<file path="src/rtl/pulse_train_gen.sv">
// pulse_train_gen: per-channel programmable pulse trains (optional restart-while-busy via PULSE_RETRIGGER_EN)
module pulse_train_gen #(
  parameter int CHANNELS = 4,
  parameter int CNT_W    = 8,
  parameter int NUM_W    = 4
) (
  input  logic                      clock,
  input  logic                      reset,
  input  logic [CHANNELS-1:0]       start,
  input  logic [CHANNELS*CNT_W-1:0] high_len,
  input  logic [CHANNELS*CNT_W-1:0] low_len,
  input  logic [CHANNELS*NUM_W-1:0] pulse_num,
  output logic [CHANNELS-1:0]       signal,
  output logic [CHANNELS-1:0]       busy,
  output logic [CHANNELS-1:0]       done
);
  localparam logic [1:0] IDLE = 2'd0;
  localparam logic [1:0] HIGH = 2'd1;
  localparam logic [1:0] LOW  = 2'd2;

  // a phase lasts len cycles (zero counts as one), so the counter runs from len-1 down to 0
  function automatic logic [CNT_W-1:0] dec(input logic [CNT_W-1:0] v);
    return (v == '0) ? '0 : v - 1'b1;
  endfunction

  for (genvar g = 0; g < CHANNELS; g++) begin : g_ch
    logic [1:0]       state_q, state_d;
    logic [CNT_W-1:0] cnt_q, cnt_d, hl_q, hl_d, ll_q, ll_d;
    logic [NUM_W-1:0] rem_q, rem_d;
    logic             done_q, done_d;
    logic [CNT_W-1:0] h_in, l_in;
    logic [NUM_W-1:0] n_in;
    logic             go;
    assign h_in = high_len[g*CNT_W +: CNT_W];
    assign l_in = low_len[g*CNT_W +: CNT_W];
    assign n_in = pulse_num[g*NUM_W +: NUM_W];
    assign go   = start[g] && (n_in != '0);
    // rem counts pulses left including the one in flight; the last HIGH exits straight to IDLE
    always_comb begin
      state_d = state_q;
      cnt_d   = cnt_q;
      hl_d    = hl_q;
      ll_d    = ll_q;
      rem_d   = rem_q;
      done_d  = 1'b0;
      case (state_q)
        HIGH: begin
          if (cnt_q != '0) cnt_d = cnt_q - 1'b1;
          else if (rem_q == NUM_W'(1)) begin
            state_d = IDLE;
            rem_d   = '0;
            done_d  = 1'b1;
          end else begin
            state_d = LOW;
            rem_d   = rem_q - 1'b1;
            cnt_d   = dec(ll_q);
          end
        end
        LOW: begin
          if (cnt_q != '0) cnt_d = cnt_q - 1'b1;
          else begin
            state_d = HIGH;
            cnt_d   = dec(hl_q);
          end
        end
        IDLE: ;
        default: state_d = IDLE;
      endcase
`ifdef PULSE_RETRIGGER_EN
      if (start[g] && state_q != IDLE && !go) begin
        state_d = IDLE;
        cnt_d   = '0;
        rem_d   = '0;
        done_d  = 1'b0;
      end
      if (go) begin
        state_d = HIGH;
        cnt_d   = dec(h_in);
        hl_d    = h_in;
        ll_d    = l_in;
        rem_d   = n_in;
        done_d  = 1'b0;
      end
`else
      if (go && state_q == IDLE) begin
        state_d = HIGH;
        cnt_d   = dec(h_in);
        hl_d    = h_in;
        ll_d    = l_in;
        rem_d   = n_in;
      end
`endif
    end
    // channel state registers, cleared asynchronously
    always_ff @(posedge clock or posedge reset) begin
      if (reset) begin
        state_q <= IDLE;
        cnt_q   <= '0;
        hl_q    <= '0;
        ll_q    <= '0;
        rem_q   <= '0;
        done_q  <= 1'b0;
      end else begin
        state_q <= state_d;
        cnt_q   <= cnt_d;
        hl_q    <= hl_d;
        ll_q    <= ll_d;
        rem_q   <= rem_d;
        done_q  <= done_d;
      end
    end
    assign signal[g] = (state_q == HIGH);
    assign busy[g]   = (state_q != IDLE);
    assign done[g]   = done_q;
  end
endmodule

</file>
<file path="config.mk">
export PLATFORM = sky130hd
export DESIGN_NAME = pulse_train_gen
export DESIGN_NICKNAME = d
export VERILOG_FILES = /design/src/rtl/pulse_train_gen.sv
export SDC_FILE = /design/constraint.sdc
export NUM_CORES = 1
export LEC_CHECK = 0
export CAP_MARGIN = 40
export CORE_UTILIZATION = 62
export CTS_CLUSTER_DIAMETER = 60
export CTS_CLUSTER_SIZE = 8
export DETAILED_ROUTE_END_ITERATION = 10
export MAX_ROUTING_LAYER = met4
export PLACE_DENSITY_LB_ADDON = 0.05
export SETUP_SLACK_MARGIN = 0.5
export SYNTH_ARGS = -nofsm -noshare
export SYNTH_HDL_FRONTEND = slang
export SYNTH_SLANG_ARGS = --single-unit
</file>
<file path="constraint.sdc">
create_clock -name clock -period 10.35 [get_ports clock]
set_clock_uncertainty 0.2 [all_clocks]
set_input_delay 2.07 -clock clock [delete_from_list [all_inputs] [get_ports clock]]
set_output_delay 2.07 -clock clock [all_outputs]
set_load 0.01 [all_outputs]
</file>
==> run_summary.xml, run 1 <==
<?xml version="1.0" encoding="UTF-8"?>
<metrics>
  <group name="status">
    <metric name="run_status" unit="">finished clean</metric>
  </group>
  <group name="sta">
    <metric name="period_share" unit="%">42.1</metric>
    <metric name="slew_at_the_pin_closest_to_its_max_slew_limit" unit="ps">915</metric>
    <metric name="final.min_clock_period" unit="ps">4350</metric>
    <metric name="maxClockFrequency" unit="GHz">0.230</metric>
    <metric name="timing.setup.tns" unit="ps">0</metric>
    <metric name="slew_headroom" unit="%">38.4</metric>
    <metric name="final_setup_fails" unit="">0</metric>
    <metric name="rsz0062_at_grt" unit="">false</metric>
    <metric name="final-hold-violation-count" unit="">0</metric>
    <metric name="final-max-slew-violation-count" unit="">0</metric>
  </group>
  <group name="global_routing">
    <metric name="global_route.overflow_total" unit="">0</metric>
    <metric name="grt_antenna_before_repair" unit="">0</metric>
    <metric name="grt_start_max_net_pins" unit="">53</metric>
    <metric name="grt.total_usage" unit="%">32.6</metric>
    <metric name="vias_in_the_first_global_route" unit="">7520</metric>
    <metric name="grt_first_pass_wirelength" unit="mm">35.9</metric>
  </group>
  <group name="setup_path">
    <metric name="rrSetupSlack" unit="ps">7580</metric>
    <metric name="crit_path_max_incr_delay" unit="ps">550</metric>
    <metric name="crit_path_cell_chain" unit="">clkdlybuf4s50_1 -&gt; or4_1 -&gt; nand3_1 -&gt; nand3_1 -&gt; a311oi_1 -&gt; a221o_1</metric>
    <metric name="critPathSlowestCell" unit="">sky130_fd_sc_hd__or4_1</metric>
    <metric name="regToRegStartpoint" unit="">g_ch[0].cnt_q[0]</metric>
    <metric name="crit_path_frequent_cell" unit="">sky130_fd_sc_hd__nand3_1</metric>
    <metric name="worstPathArrival" unit="ps">4510</metric>
    <metric name="cp_max_fo" unit="">16</metric>
    <metric name="reg2regPathDepth" unit="">7</metric>
    <metric name="critical_path_class" unit="">input port to flip-flop</metric>
    <metric name="cp-end-kind" unit="">flip-flop</metric>
    <metric name="worstReg2RegEnd" unit="">g_ch[0].state_q[1]</metric>
    <metric name="timing.critical_path.from" unit="">pulse_num[4]</metric>
    <metric name="cp.required" unit="ps">10510</metric>
    <metric name="start_kind" unit="">input port</metric>
  </group>
  <group name="floorplan">
    <metric name="design.die.area" unit="um2">14300</metric>
    <metric name="num_io_pins" unit="">98</metric>
    <metric name="start_util" unit="%">64.0</metric>
    <metric name="number_of_cell_rows" unit="">42</metric>
    <metric name="dieWidth" unit="um">119</metric>
    <metric name="die-height" unit="um">119</metric>
    <metric name="core" unit="um2">13300</metric>
  </group>
  <group name="final_layout">
    <metric name="filler_cell_count_in_the_final_layout" unit="">966</metric>
    <metric name="multi_input_area" unit="um2">5030</metric>
    <metric name="antennaDiodeCount" unit="">0</metric>
    <metric name="design.final.nets" unit="">1232</metric>
    <metric name="final_util" unit="%">77.2</metric>
    <metric name="final_layout_size_suffix_gt1_share" unit="%">6.05</metric>
    <metric name="stdcell_area" unit="um2">10300</metric>
    <metric name="seqCellArea" unit="um2">3100</metric>
    <metric name="final_cell_count_no_fill" unit="">1283</metric>
    <metric name="layout_area_overhead" unit="%">20.5</metric>
  </group>
  <group name="synth">
    <metric name="synth_area_per_cell" unit="um2">8.57</metric>
    <metric name="synth_area" unit="um2">8550</metric>
    <metric name="synth_cell_type_count" unit="">70</metric>
    <metric name="ys_warn_count" unit="">0</metric>
    <metric name="synthArstFlopShare" unit="%">100</metric>
    <metric name="ys_dominant_reg_cell" unit="">sky130_fd_sc_hd__dfrtp_1</metric>
    <metric name="synth_seq_cells" unit="">124</metric>
    <metric name="synth_fp_nets" unit="">1136</metric>
    <metric name="syn-instance-count" unit="">998</metric>
    <metric name="yosysSeqAreaShare" unit="%">36.3</metric>
    <metric name="synth-edff-count" unit="">0</metric>
  </group>
  <group name="power_and_ir_drop">
    <metric name="leakagePower" unit="uW">0.00446</metric>
    <metric name="p_per_area" unit="nW/um2">301</metric>
    <metric name="ir_drop" unit="mV">0.195</metric>
  </group>
  <group name="clock_network">
    <metric name="cts_inserted_buffers" unit="">17</metric>
    <metric name="clock_latency" unit="ps">420</metric>
    <metric name="post_cts.repair.setup_buffers" unit="">0</metric>
    <metric name="cts_tree" unit="">done</metric>
    <metric name="cts_sinks" unit="">124</metric>
    <metric name="ctsResizeCount" unit="">0</metric>
    <metric name="htree_num_levels" unit="">4</metric>
    <metric name="number_of_hold_buffers_added_after_cts" unit="">0</metric>
    <metric name="cts_root_buffer" unit="">sky130_fd_sc_hd__clkbuf_16</metric>
    <metric name="cts-root-to-sink-buffers" unit="">2</metric>
    <metric name="clock_transition_at_path_regs" unit="ps">60</metric>
  </group>
  <group name="placement">
    <metric name="detailedPlacementHpwl" unit="mm">15.3</metric>
    <metric name="placement.cell_area" unit="um2">9700</metric>
    <metric name="gp_congestion" unit="">0.923</metric>
    <metric name="dpl.cell_count" unit="">1251</metric>
    <metric name="placement.io_buffers" unit="">97</metric>
  </group>
  <group name="detailed_routing">
    <metric name="vias" unit="">7901</metric>
    <metric name="drc" unit="">0</metric>
    <metric name="drt_pre_antenna_iters" unit="">5</metric>
    <metric name="drtAntennaViolNets" unit="">0</metric>
    <metric name="route.detailed.wl_per_inst" unit="um">16.6</metric>
    <metric name="drtIter0Drc" unit="">597</metric>
    <metric name="routed_wl" unit="mm">21.3</metric>
    <metric name="per_cell_via_count_in_the_routed_design" unit="">6.16</metric>
  </group>
  <group name="min_path">
    <metric name="holdCritStartpoint" unit="">g_ch[2].rem_q[1]</metric>
    <metric name="timing.hold.worst.class" unit="">flip-flop to flip-flop</metric>
    <metric name="hold-path-cell-count" unit="">1</metric>
    <metric name="timing.hold.worst_endpoint" unit="">g_ch[2].rem_q[1]</metric>
  </group>
  <group name="flow_run">
    <metric name="drv_cap" unit="">0</metric>
  </group>
</metrics>
## critical path: cells and delay by family
kind | cells | cell delay [ps]
AOI/OAI and AO/OA | 2 | 550
buffers and inverters | 1 | 420
and+or+nand+nor | 3 | 1480
## synthesized netlist by cell type (11+ instances only)
cell                       number  share of area (%)
sky130_fd_sc_hd__a21oi_1       41                2.4
sky130_fd_sc_hd__o221ai_1      14                1.4
sky130_fd_sc_hd__xnor2_1       38                3.9
sky130_fd_sc_hd__nand2_1      156                6.9
sky130_fd_sc_hd__nor3_1        29                1.7
sky130_fd_sc_hd__nand3_1       20                1.2
sky130_fd_sc_hd__nor4_1        14                1.0
sky130_fd_sc_hd__o21ai_0       70                4.1
sky130_fd_sc_hd__nor2_1        76                3.3
sky130_fd_sc_hd__mux2_2        16                2.1
sky130_fd_sc_hd__xor2_1        21                2.2
sky130_fd_sc_hd__o31ai_1       14                1.2
sky130_fd_sc_hd__inv_1         76                3.3
sky130_fd_sc_hd__dfrtp_1      124                 36
sky130_fd_sc_hd__ha_1          52                7.6
sky130_fd_sc_hd__o22ai_1       11               0.81
sky130_fd_sc_hd__mux2i_1       14                1.6
sky130_fd_sc_hd__nor3b_1       19                1.7
sky130_fd_sc_hd__or3_1         14                1.0
sky130_fd_sc_hd__clkbuf_1      18               0.79
sky130_fd_sc_hd__a22oi_1       16                1.4
sky130_fd_sc_hd__or4_1         21                1.8
## power breakdown
part / total, uW / switching, uW / internal, uW / leakage, uW
sequential: 1000 / 285 / 717 / 0.00153
combinational: 1490 / 825 / 666 / 0.00263
clock: 608 / 215 / 393 / 0.000298
total: 3100 / 1330 / 1780 / 0.00446
## cell families after synthesis
group / share of synthesized area (%)
xor+xnor: 6.05
flops: 36.3
mux: 3.75
buf+inv: 4.83
fa+ha+maj: 7.61
simple gates: 22.0
compound gates: 19.5
## worst max-delay path by stage
stage | end | cells past startpoint
after floorplan | g_ch[0].cnt_q[0] | 1
after global placement | g_ch[1].cnt_q[7] | 6
after detailed placement | g_ch[1].cnt_q[7] | 6
after CTS | g_ch[1].cnt_q[6] | 6
after global routing | g_ch[1].cnt_q[7] | 6
final | g_ch[1].cnt_q[6] | 6
## flip-flops by register name (all words and copies together) (netlist names)
name	count
g_ch.cnt_q	32
g_ch.hl_q	32
g_ch.ll_q	32
g_ch.rem_q	16
g_ch.state_q	8
g_ch.done_q	4
## routing by layer
| layer | routed length [um] | vias to the layer above | GRT usage [%] | share of wire [%] |
|---|---|---|---|---|
| li1 | - | 3792 | - | - |
| met1 | 9650 | 3790 | 41.9 | 45 |
| met2 | 9980 | 262 | 50.8 | 47 |
| met3 | 1090 | 57 | 6.94 | 5.1 |
| met4 | 567 | 0 | 12.3 | 2.7 |
| met5 | 0 | - | - | 0 |
## placed cells by master (no fill, tap or decap), drive strengths merged, types with 9 or more instances in the layout
master	instances
nand2	156
dfrtp	124
clkdlybuf4s50	97
nor2	77
inv	76
o21ai	70
ha	52
a21oi	41
xnor2	38
nor3	29
clkbuf	27
or4	22
xor2	21
nand3	20
nor3b	19
mux2	16
a22oi	16
nor4	15
o31ai	14
o221ai	14
or3	14
mux2i	14
o22ai	11
a211oi	10
nor2b	9
## stage by stage
stage	hold slack (ps)	setup WS, ps	power (uW)
floorplan	272	4780	2050
global placement	292	5670	2400
detailed placement	296	5620	2450
CTS	308	6040	3080
global route	335	5870	3340
finish	303	6000	3100
## cell type report
cell class              count  share of cell area (%)
repair buffers            104                    10.2
inverters                  76                    2.79
flip-flops and latches    124                    30.1
clock inverters             5                   0.765
clock buffers              27                    5.08
well taps                 176                    2.14
multi-input cells         771                    48.9
(Power assumes the default switching activity.)
==> run 2: changes to the inputs <==
Settings changed: CORE_UTILIZATION 62 to 52.
Clock period 10.35 ns to 3.5 ns, I/O delays scaled along.
==> run 2 against run 1 <==
  * Count of clock-buffer cells in the layout increased by 2
  * Critical path depth decreased by 2
  * Routed wire length increased by 1.4%
  * Total power increased to 2.9 times the previous value
  * Non-clock buffer count increased by 8
  * Via count decreased by 2.2%
  * Global-route usage decreased by 5.1 points
  * Final area increased by 0.17%
  * Final cell count increased by 3.7%
  * Sequential share of layout area decreased by 0.051 points
  * Register-to-register slack got worse by 6800 ps
  * Clock power increased to 2.6 times the previous value
==> run_summary.xml, run 2 (same netlist as run 1, synthesis figures left out) <==
<?xml version="1.0" encoding="UTF-8"?>
<metrics>
  <group name="power_and_ir_drop">
    <metric name="power_switching_share" unit="%">42.9</metric>
    <metric name="p_clk_share" unit="%">17.7</metric>
    <metric name="power.total" unit="uW">8960</metric>
    <metric name="share_seq_of_total_power" unit="%">33.0</metric>
    <metric name="leakagePower" unit="uW">0.00445</metric>
    <metric name="ir_drop" unit="mV">0.407</metric>
    <metric name="p_per_area" unit="nW/um2">868</metric>
    <metric name="p_int" unit="uW">5110</metric>
    <metric name="power_switching" unit="uW">3850</metric>
    <metric name="power.combinational.fraction" unit="%">49.3</metric>
  </group>
  <group name="sta">
    <metric name="slew_at_the_pin_closest_to_its_max_slew_limit" unit="ps">735</metric>
    <metric name="final.min_clock_period" unit="ps">2730</metric>
    <metric name="slew_headroom" unit="%">50.6</metric>
    <metric name="maxClockFrequency" unit="GHz">0.366</metric>
    <metric name="final-max-slew-violation-count" unit="">0</metric>
    <metric name="rsz0062_at_grt" unit="">false</metric>
    <metric name="final_setup_fails" unit="">0</metric>
    <metric name="timing.setup.tns" unit="ps">0</metric>
    <metric name="period_share" unit="%">78.1</metric>
    <metric name="fin_hold_ws" unit="ps">306</metric>
    <metric name="final-hold-violation-count" unit="">0</metric>
  </group>
  <group name="clock_network">
    <metric name="htree_num_levels" unit="">4</metric>
    <metric name="post_cts.repair.setup_buffers" unit="">0</metric>
    <metric name="cts_tree" unit="">done</metric>
    <metric name="cts-root-to-sink-buffers" unit="">2</metric>
    <metric name="cts_root_buffer" unit="">sky130_fd_sc_hd__clkbuf_16</metric>
    <metric name="clock_latency" unit="ps">420</metric>
    <metric name="ctsResizeCount" unit="">0</metric>
    <metric name="cts_sinks" unit="">124</metric>
    <metric name="clock_transition_at_path_regs" unit="ps">50</metric>
    <metric name="cts_inserted_buffers" unit="">17</metric>
    <metric name="number_of_hold_buffers_added_after_cts" unit="">0</metric>
  </group>
  <group name="final_layout">
    <metric name="biggestRegsByFlops" unit="">g_ch.cnt_q x32, g_ch.hl_q x32, g_ch.ll_q x32</metric>
    <metric name="stdcell_area" unit="um2">10300</metric>
    <metric name="final_layout_size_suffix_gt1_share" unit="%">6.29</metric>
    <metric name="mostFrequentLayoutCell" unit="">sky130_fd_sc_hd__nand2_1</metric>
    <metric name="filler_cell_count_in_the_final_layout" unit="">1440</metric>
    <metric name="layout_area_overhead" unit="%">20.7</metric>
    <metric name="design.final.nets" unit="">1240</metric>
    <metric name="mostFrequentLayoutCells" unit="">sky130_fd_sc_hd__nand2_1 (156), sky130_fd_sc_hd__dfrtp_1 (124), sky130_fd_sc_hd__clkdlybuf4s50_1 (97), sky130_fd_sc_hd__nor2_1 (75), sky130_fd_sc_hd__inv_1 (75)</metric>
  </group>
  <group name="detailed_routing">
    <metric name="route.detailed.wl_per_inst" unit="um">16.2</metric>
    <metric name="per_cell_via_count_in_the_routed_design" unit="">5.81</metric>
    <metric name="drt_pre_antenna_iters" unit="">5</metric>
    <metric name="met1Wirelength" unit="mm">10.1</metric>
    <metric name="drc" unit="">0</metric>
    <metric name="met3WireLength" unit="mm">1.10</metric>
    <metric name="topRoutingLayerUsed" unit="">met4</metric>
    <metric name="drtAntennaViolNets" unit="">0</metric>
    <metric name="vias" unit="">7728</metric>
    <metric name="drtIter0Drc" unit="">465</metric>
    <metric name="wl_met2" unit="mm">10.2</metric>
    <metric name="routed_wl" unit="mm">21.6</metric>
  </group>
  <group name="setup_path">
    <metric name="cp.required" unit="ps">2600</metric>
    <metric name="rrSetupSlack" unit="ps">790</metric>
    <metric name="worstReg2RegEnd" unit="">g_ch[3].cnt_q[7]</metric>
    <metric name="worstPathArrival" unit="ps">1830</metric>
    <metric name="cp_max_fo" unit="">7</metric>
    <metric name="critical_path_class" unit="">flip-flop to output port</metric>
    <metric name="regToRegStartpoint" unit="">g_ch[3].cnt_q[0]</metric>
    <metric name="reg2regPathDepth" unit="">7</metric>
    <metric name="start_kind" unit="">flip-flop</metric>
    <metric name="cp-end-kind" unit="">output port</metric>
  </group>
  <group name="global_routing">
    <metric name="global_route.overflow_total" unit="">0</metric>
    <metric name="grt_start_max_net_pins" unit="">85</metric>
    <metric name="vias_in_the_first_global_route" unit="">7198</metric>
    <metric name="grt_first_pass_wirelength" unit="mm">35.4</metric>
    <metric name="grt.total_usage" unit="%">27.5</metric>
    <metric name="grt_antenna_before_repair" unit="">0</metric>
  </group>
  <group name="floorplan">
    <metric name="start_util" unit="%">53.6</metric>
    <metric name="die-height" unit="um">130</metric>
    <metric name="num_io_pins" unit="">98</metric>
    <metric name="dieWidth" unit="um">130</metric>
    <metric name="design.die.area" unit="um2">17000</metric>
    <metric name="number_of_cell_rows" unit="">46</metric>
    <metric name="core" unit="um2">15900</metric>
  </group>
  <group name="placement">
    <metric name="gp_congestion" unit="">0.898</metric>
    <metric name="placement.io_buffers" unit="">97</metric>
    <metric name="detailedPlacementHpwl" unit="mm">15.6</metric>
    <metric name="placement.cell_area" unit="um2">9790</metric>
  </group>
  <group name="flow_run">
    <metric name="drv_cap" unit="">0</metric>
  </group>
  <group name="min_path">
    <metric name="timing.hold.worst_endpoint" unit="">g_ch[2].rem_q[1]</metric>
    <metric name="timing.hold.worst.class" unit="">flip-flop to flip-flop</metric>
    <metric name="holdCritStartpoint" unit="">g_ch[2].rem_q[1]</metric>
    <metric name="hold-path-cell-count" unit="">1</metric>
  </group>
  <group name="status">
    <metric name="run_status" unit="">finished clean</metric>
  </group>
</metrics>
[run 2: cell types whose count changed in the layout (fill, tap and decap cells not counted)]
cell	before	now
sky130_fd_sc_hd__buf_12	0	1
sky130_fd_sc_hd__clkinvlp_4	0	1
sky130_fd_sc_hd__diode_2	0	1
sky130_fd_sc_hd__bufinv_16	2	0
sky130_fd_sc_hd__clkinv_4	1	0
sky130_fd_sc_hd__clkbuf_8	6	5
sky130_fd_sc_hd__buf_2	1	0
sky130_fd_sc_hd__buf_4	3	14
sky130_fd_sc_hd__inv_4	1	0
sky130_fd_sc_hd__clkbuf_1	4	7
sky130_fd_sc_hd__buf_16	1	0
sky130_fd_sc_hd__buf_8	2	0
sky130_fd_sc_hd__clkinv_2	2	1
[run 2: area by class of cell]
class                           instances  area [um2]  area share [%]
Sequential cell                       124        3100            30.1
Antenna cell                            1        2.50          0.0242
Timing Repair Buffer                  112        1100            10.6
Multi-Input combinational cell        771        5030            48.8
Clock inverter                          1        5.00          0.0485
Tap cell                              216         270            2.62
Inverter                               76         289            2.80
Clock buffer                           29         520            5.04
[run 2: per-stage QoR]
step                util [%]  setup WS [ps]  cells
global route            64.7            604   1329
detailed placement      61.4            373   1299
CTS                     64.7            752   1329
global placement        61.4            402   1299
finish                  64.7            767   1330
floorplan                  -           1020    998
[run 2: worst max path at each step]
stage	from	cells past startpoint	slack [ps]	to
final	g_ch[1].state_q[0]	4	770	busy[1]
after global routing	g_ch[3].cnt_q[0]	7	600	g_ch[3].cnt_q[7]
after CTS	g_ch[1].state_q[0]	4	750	busy[1]
after detailed placement	pulse_num[8]	6	370	g_ch[2].rem_q[1]
after global placement	pulse_num[8]	6	400	g_ch[2].rem_q[1]
after floorplan	pulse_num[8]	6	1020	g_ch[2].rem_q[1]
[run 2: power by group through the flow]
stage | clock (uW) | sequential (uW) | combinational (uW)
2_1_floorplan | 0 | 2720 | 3330
3_3_place_gp | 0 | 2940 | 4290
3_5_place_dp | 0 | 2950 | 4350
4_1_cts | 1610 | 2940 | 4400
5_1_grt | 1680 | 3070 | 4970
6_report | 1580 | 2960 | 4420
[run 2: worst max-delay path: stages (launching register included)]
cell and delay, ps:
sky130_fd_sc_hd__dfrtp_1 370, sky130_fd_sc_hd__inv_1 70, sky130_fd_sc_hd__ha_1 280, sky130_fd_sc_hd__inv_1 140, sky130_fd_sc_hd__clkdlybuf4s50_1 550
[run 2: per-layer routing]
layer	track usage [%]	up-vias
met5	-	-
met4	6.70	0
met3	4.76	20
met2	43.7	207
met1	36.6	3694
li1	-	3807
==> run 3: changes to the inputs <==
Settings changed: CORE_UTILIZATION 52 to 57.
Clock period 3.5 ns to 2.55 ns, I/O delays scaled along.
==> run 3 against run 2 <==
  * Combinational power is 130% higher
  * Via count is 25% higher
  * Non-clock buffer count rose by 170
  * Critical endpoint is now g_ch[2].cnt_q[5]
  * Utilization grew 24 points
  * Largest cell class unchanged
  * Sequential power up 45%
  * Critical path type is now flip-flop to flip-flop
  * Count of clock-buffer cells in the layout shrank 6
  * Total power up 87%
  * Final cell count grew 11%
==> run_summary.xml, run 3 (same netlist as run 1, synthesis figures left out) <==
<?xml version="1.0" encoding="UTF-8"?>
<metrics>
  <group name="status">
    <metric name="run_status" unit="">finished clean</metric>
  </group>
  <group name="detailed_routing">
    <metric name="routed_wl" unit="mm">31.7</metric>
    <metric name="drtAntennaViolNets" unit="">0</metric>
    <metric name="drtIter0Drc" unit="">1110</metric>
    <metric name="drc" unit="">0</metric>
    <metric name="drt_pre_antenna_iters" unit="">8</metric>
    <metric name="vias" unit="">9631</metric>
    <metric name="route.detailed.wl_per_inst" unit="um">21.6</metric>
    <metric name="per_cell_via_count_in_the_routed_design" unit="">6.55</metric>
  </group>
  <group name="power_and_ir_drop">
    <metric name="p_per_area" unit="nW/um2">1290</metric>
    <metric name="leakagePower" unit="uW">0.00566</metric>
    <metric name="ir_drop" unit="mV">0.733</metric>
  </group>
  <group name="setup_path">
    <metric name="cp-end-kind" unit="">flip-flop</metric>
    <metric name="critical_path_class" unit="">flip-flop to flip-flop</metric>
    <metric name="start_kind" unit="">flip-flop</metric>
    <metric name="cp.required" unit="ps">2690</metric>
    <metric name="cp_max_fo" unit="">5</metric>
    <metric name="worstPathArrival" unit="ps">2500</metric>
  </group>
  <group name="final_layout">
    <metric name="mostFrequentLayoutCell" unit="">sky130_fd_sc_hd__buf_4</metric>
    <metric name="mostFrequentLayoutCells" unit="">sky130_fd_sc_hd__buf_4 (156), sky130_fd_sc_hd__nand2_1 (150), sky130_fd_sc_hd__dfrtp_1 (117), sky130_fd_sc_hd__clkdlybuf4s50_1 (73), sky130_fd_sc_hd__nor2_1 (66)</metric>
    <metric name="layout_area_overhead" unit="%">52.1</metric>
    <metric name="filler_cell_count_in_the_final_layout" unit="">657</metric>
    <metric name="antennaDiodeCount" unit="">0</metric>
    <metric name="design.final.nets" unit="">1412</metric>
    <metric name="biggestRegsByFlops" unit="">g_ch.cnt_q x32, g_ch.hl_q x32, g_ch.ll_q x32</metric>
    <metric name="final_layout_size_suffix_gt1_share" unit="%">34.5</metric>
  </group>
  <group name="sta">
    <metric name="period_share" unit="%">92.6</metric>
    <metric name="final-max-slew-violation-count" unit="">0</metric>
    <metric name="maxClockFrequency" unit="GHz">0.423</metric>
    <metric name="final_setup_fails" unit="">0</metric>
    <metric name="final.min_clock_period" unit="ps">2360</metric>
    <metric name="slew_headroom" unit="%">59.4</metric>
    <metric name="rsz0062_at_grt" unit="">true</metric>
    <metric name="fin_hold_ws" unit="ps">190</metric>
    <metric name="final-hold-violation-count" unit="">0</metric>
    <metric name="slew_at_the_pin_closest_to_its_max_slew_limit" unit="ps">607</metric>
    <metric name="timing.final.ws_setup" unit="ps">188</metric>
  </group>
  <group name="clock_network">
    <metric name="number_of_hold_buffers_added_after_cts" unit="">0</metric>
    <metric name="cts_inserted_buffers" unit="">17</metric>
    <metric name="clock_latency" unit="ps">430</metric>
    <metric name="clock_transition_at_path_regs" unit="ps">60</metric>
    <metric name="cts_sinks" unit="">124</metric>
    <metric name="htree_num_levels" unit="">4</metric>
    <metric name="cts-root-to-sink-buffers" unit="">2</metric>
    <metric name="cts_root_buffer" unit="">sky130_fd_sc_hd__clkbuf_16</metric>
    <metric name="cts_tree" unit="">done</metric>
  </group>
  <group name="global_routing">
    <metric name="grt_most_used_layer" unit="">met2</metric>
    <metric name="grt_first_pass_wirelength" unit="mm">43.2</metric>
    <metric name="gr-usage-met3" unit="%">6.14</metric>
    <metric name="grt_start_max_net_pins" unit="">24</metric>
    <metric name="grt_antenna_before_repair" unit="">0</metric>
    <metric name="vias_in_the_first_global_route" unit="">8833</metric>
    <metric name="global_route.overflow_total" unit="">0</metric>
    <metric name="global_route.usage.met2" unit="%">58.4</metric>
    <metric name="grt.met1_usage" unit="%">42.5</metric>
    <metric name="grt.total_usage" unit="%">35.4</metric>
  </group>
  <group name="placement">
    <metric name="gp_congestion" unit="">0.935</metric>
    <metric name="pre_cts_ws" unit="ps">-174</metric>
    <metric name="placement.io_buffers" unit="">97</metric>
    <metric name="detailedPlacementHpwl" unit="mm">16.6</metric>
  </group>
  <group name="floorplan">
    <metric name="design.die.area" unit="um2">15500</metric>
    <metric name="core" unit="um2">14600</metric>
    <metric name="number_of_cell_rows" unit="">44</metric>
    <metric name="start_util" unit="%">58.6</metric>
    <metric name="dieWidth" unit="um">124</metric>
    <metric name="num_io_pins" unit="">98</metric>
    <metric name="die-height" unit="um">124</metric>
  </group>
  <group name="flow_run">
    <metric name="drv_cap" unit="">0</metric>
  </group>
  <group name="min_path">
    <metric name="timing.hold.worst.class" unit="">input port to flip-flop</metric>
  </group>
</metrics>
==> run 3: power breakdown <==
part	switching [uW]	internal (uW)	total, uW
sequential	1360	2920	4280
clock	916	1400	2320
combinational	5350	4800	10200
==> run 3: per-stage QoR <==
step | util, % | power, uW | instances | cell area, um2 | TNS, ps
after floorplan | - | 8590 | 998 | 8790 | 0
after global placement | 71.9 | 10500 | 1332 | 10500 | -311
after detailed placement | 71.9 | 10600 | 1332 | 10500 | -2010
after CTS | 82.5 | 14300 | 1416 | 12000 | 0
after global routing | 89.1 | 17600 | 1470 | 13000 | 0
final | 89.1 | 16700 | 1470 | 13000 | 0
==> run 3: final timing paths <==
path                                 start          endpoint  slack [ps]  depth (start not counted)
hold reg to reg            g_ch[2].hl_q[5]   g_ch[2].hl_q[5]         330                          2
hold / removal               pulse_num[14]  g_ch[3].rem_q[2]         190                          3
min in group asynchronous            reset   g_ch[1].ll_q[3]         310                          2
setup reg to reg           g_ch[2].hl_q[2]  g_ch[2].cnt_q[5]         190                          7
max in group asynchronous            reset   g_ch[1].hl_q[2]        1260                          3
setup / recovery           g_ch[2].hl_q[2]  g_ch[2].cnt_q[5]         190                          7
==> run 3: what timing repair did <==
item	CTS	global route
pin swaps	57	72
cloned	1	1
endpoints found under the hold margin	0	0
setup buffers	52	53
setup endpoints to repair	83	88
gates resized for setup	177	143
==> run 3: metal layers <==
metal / up-vias / part of all wire, %
met4: 0 / 5.8
met2: 653 / 49
met3: 216 / 7.5
met1: 4594 / 38
li1: 4168 / -
met5: - / 0
==> run 3: layout make-up <==
class                           count  area [um2]  share of cell area [%]
Timing Repair Buffer              282        2540                    19.5
Inverter                           76         292                    2.24
Clock buffer                       23         478                    3.68
Multi-Input combinational cell    773        6280                    48.3
Tap cell                          184         230                    1.77
Clock inverter                      8        67.6                   0.520
Sequential cell                   124        3110                    23.9
==> run 3: worst max-delay path, stage by stage (launching register included) <==
cell and delay (ps):
sky130_fd_sc_hd__dfrtp_1 400, sky130_fd_sc_hd__buf_4 140, sky130_fd_sc_hd__buf_4 140, sky130_fd_sc_hd__or4_1 470, sky130_fd_sc_hd__or3_1 340, sky130_fd_sc_hd__a21oi_1 240, sky130_fd_sc_hd__o21ai_1 160, sky130_fd_sc_hd__o211ai_1 180
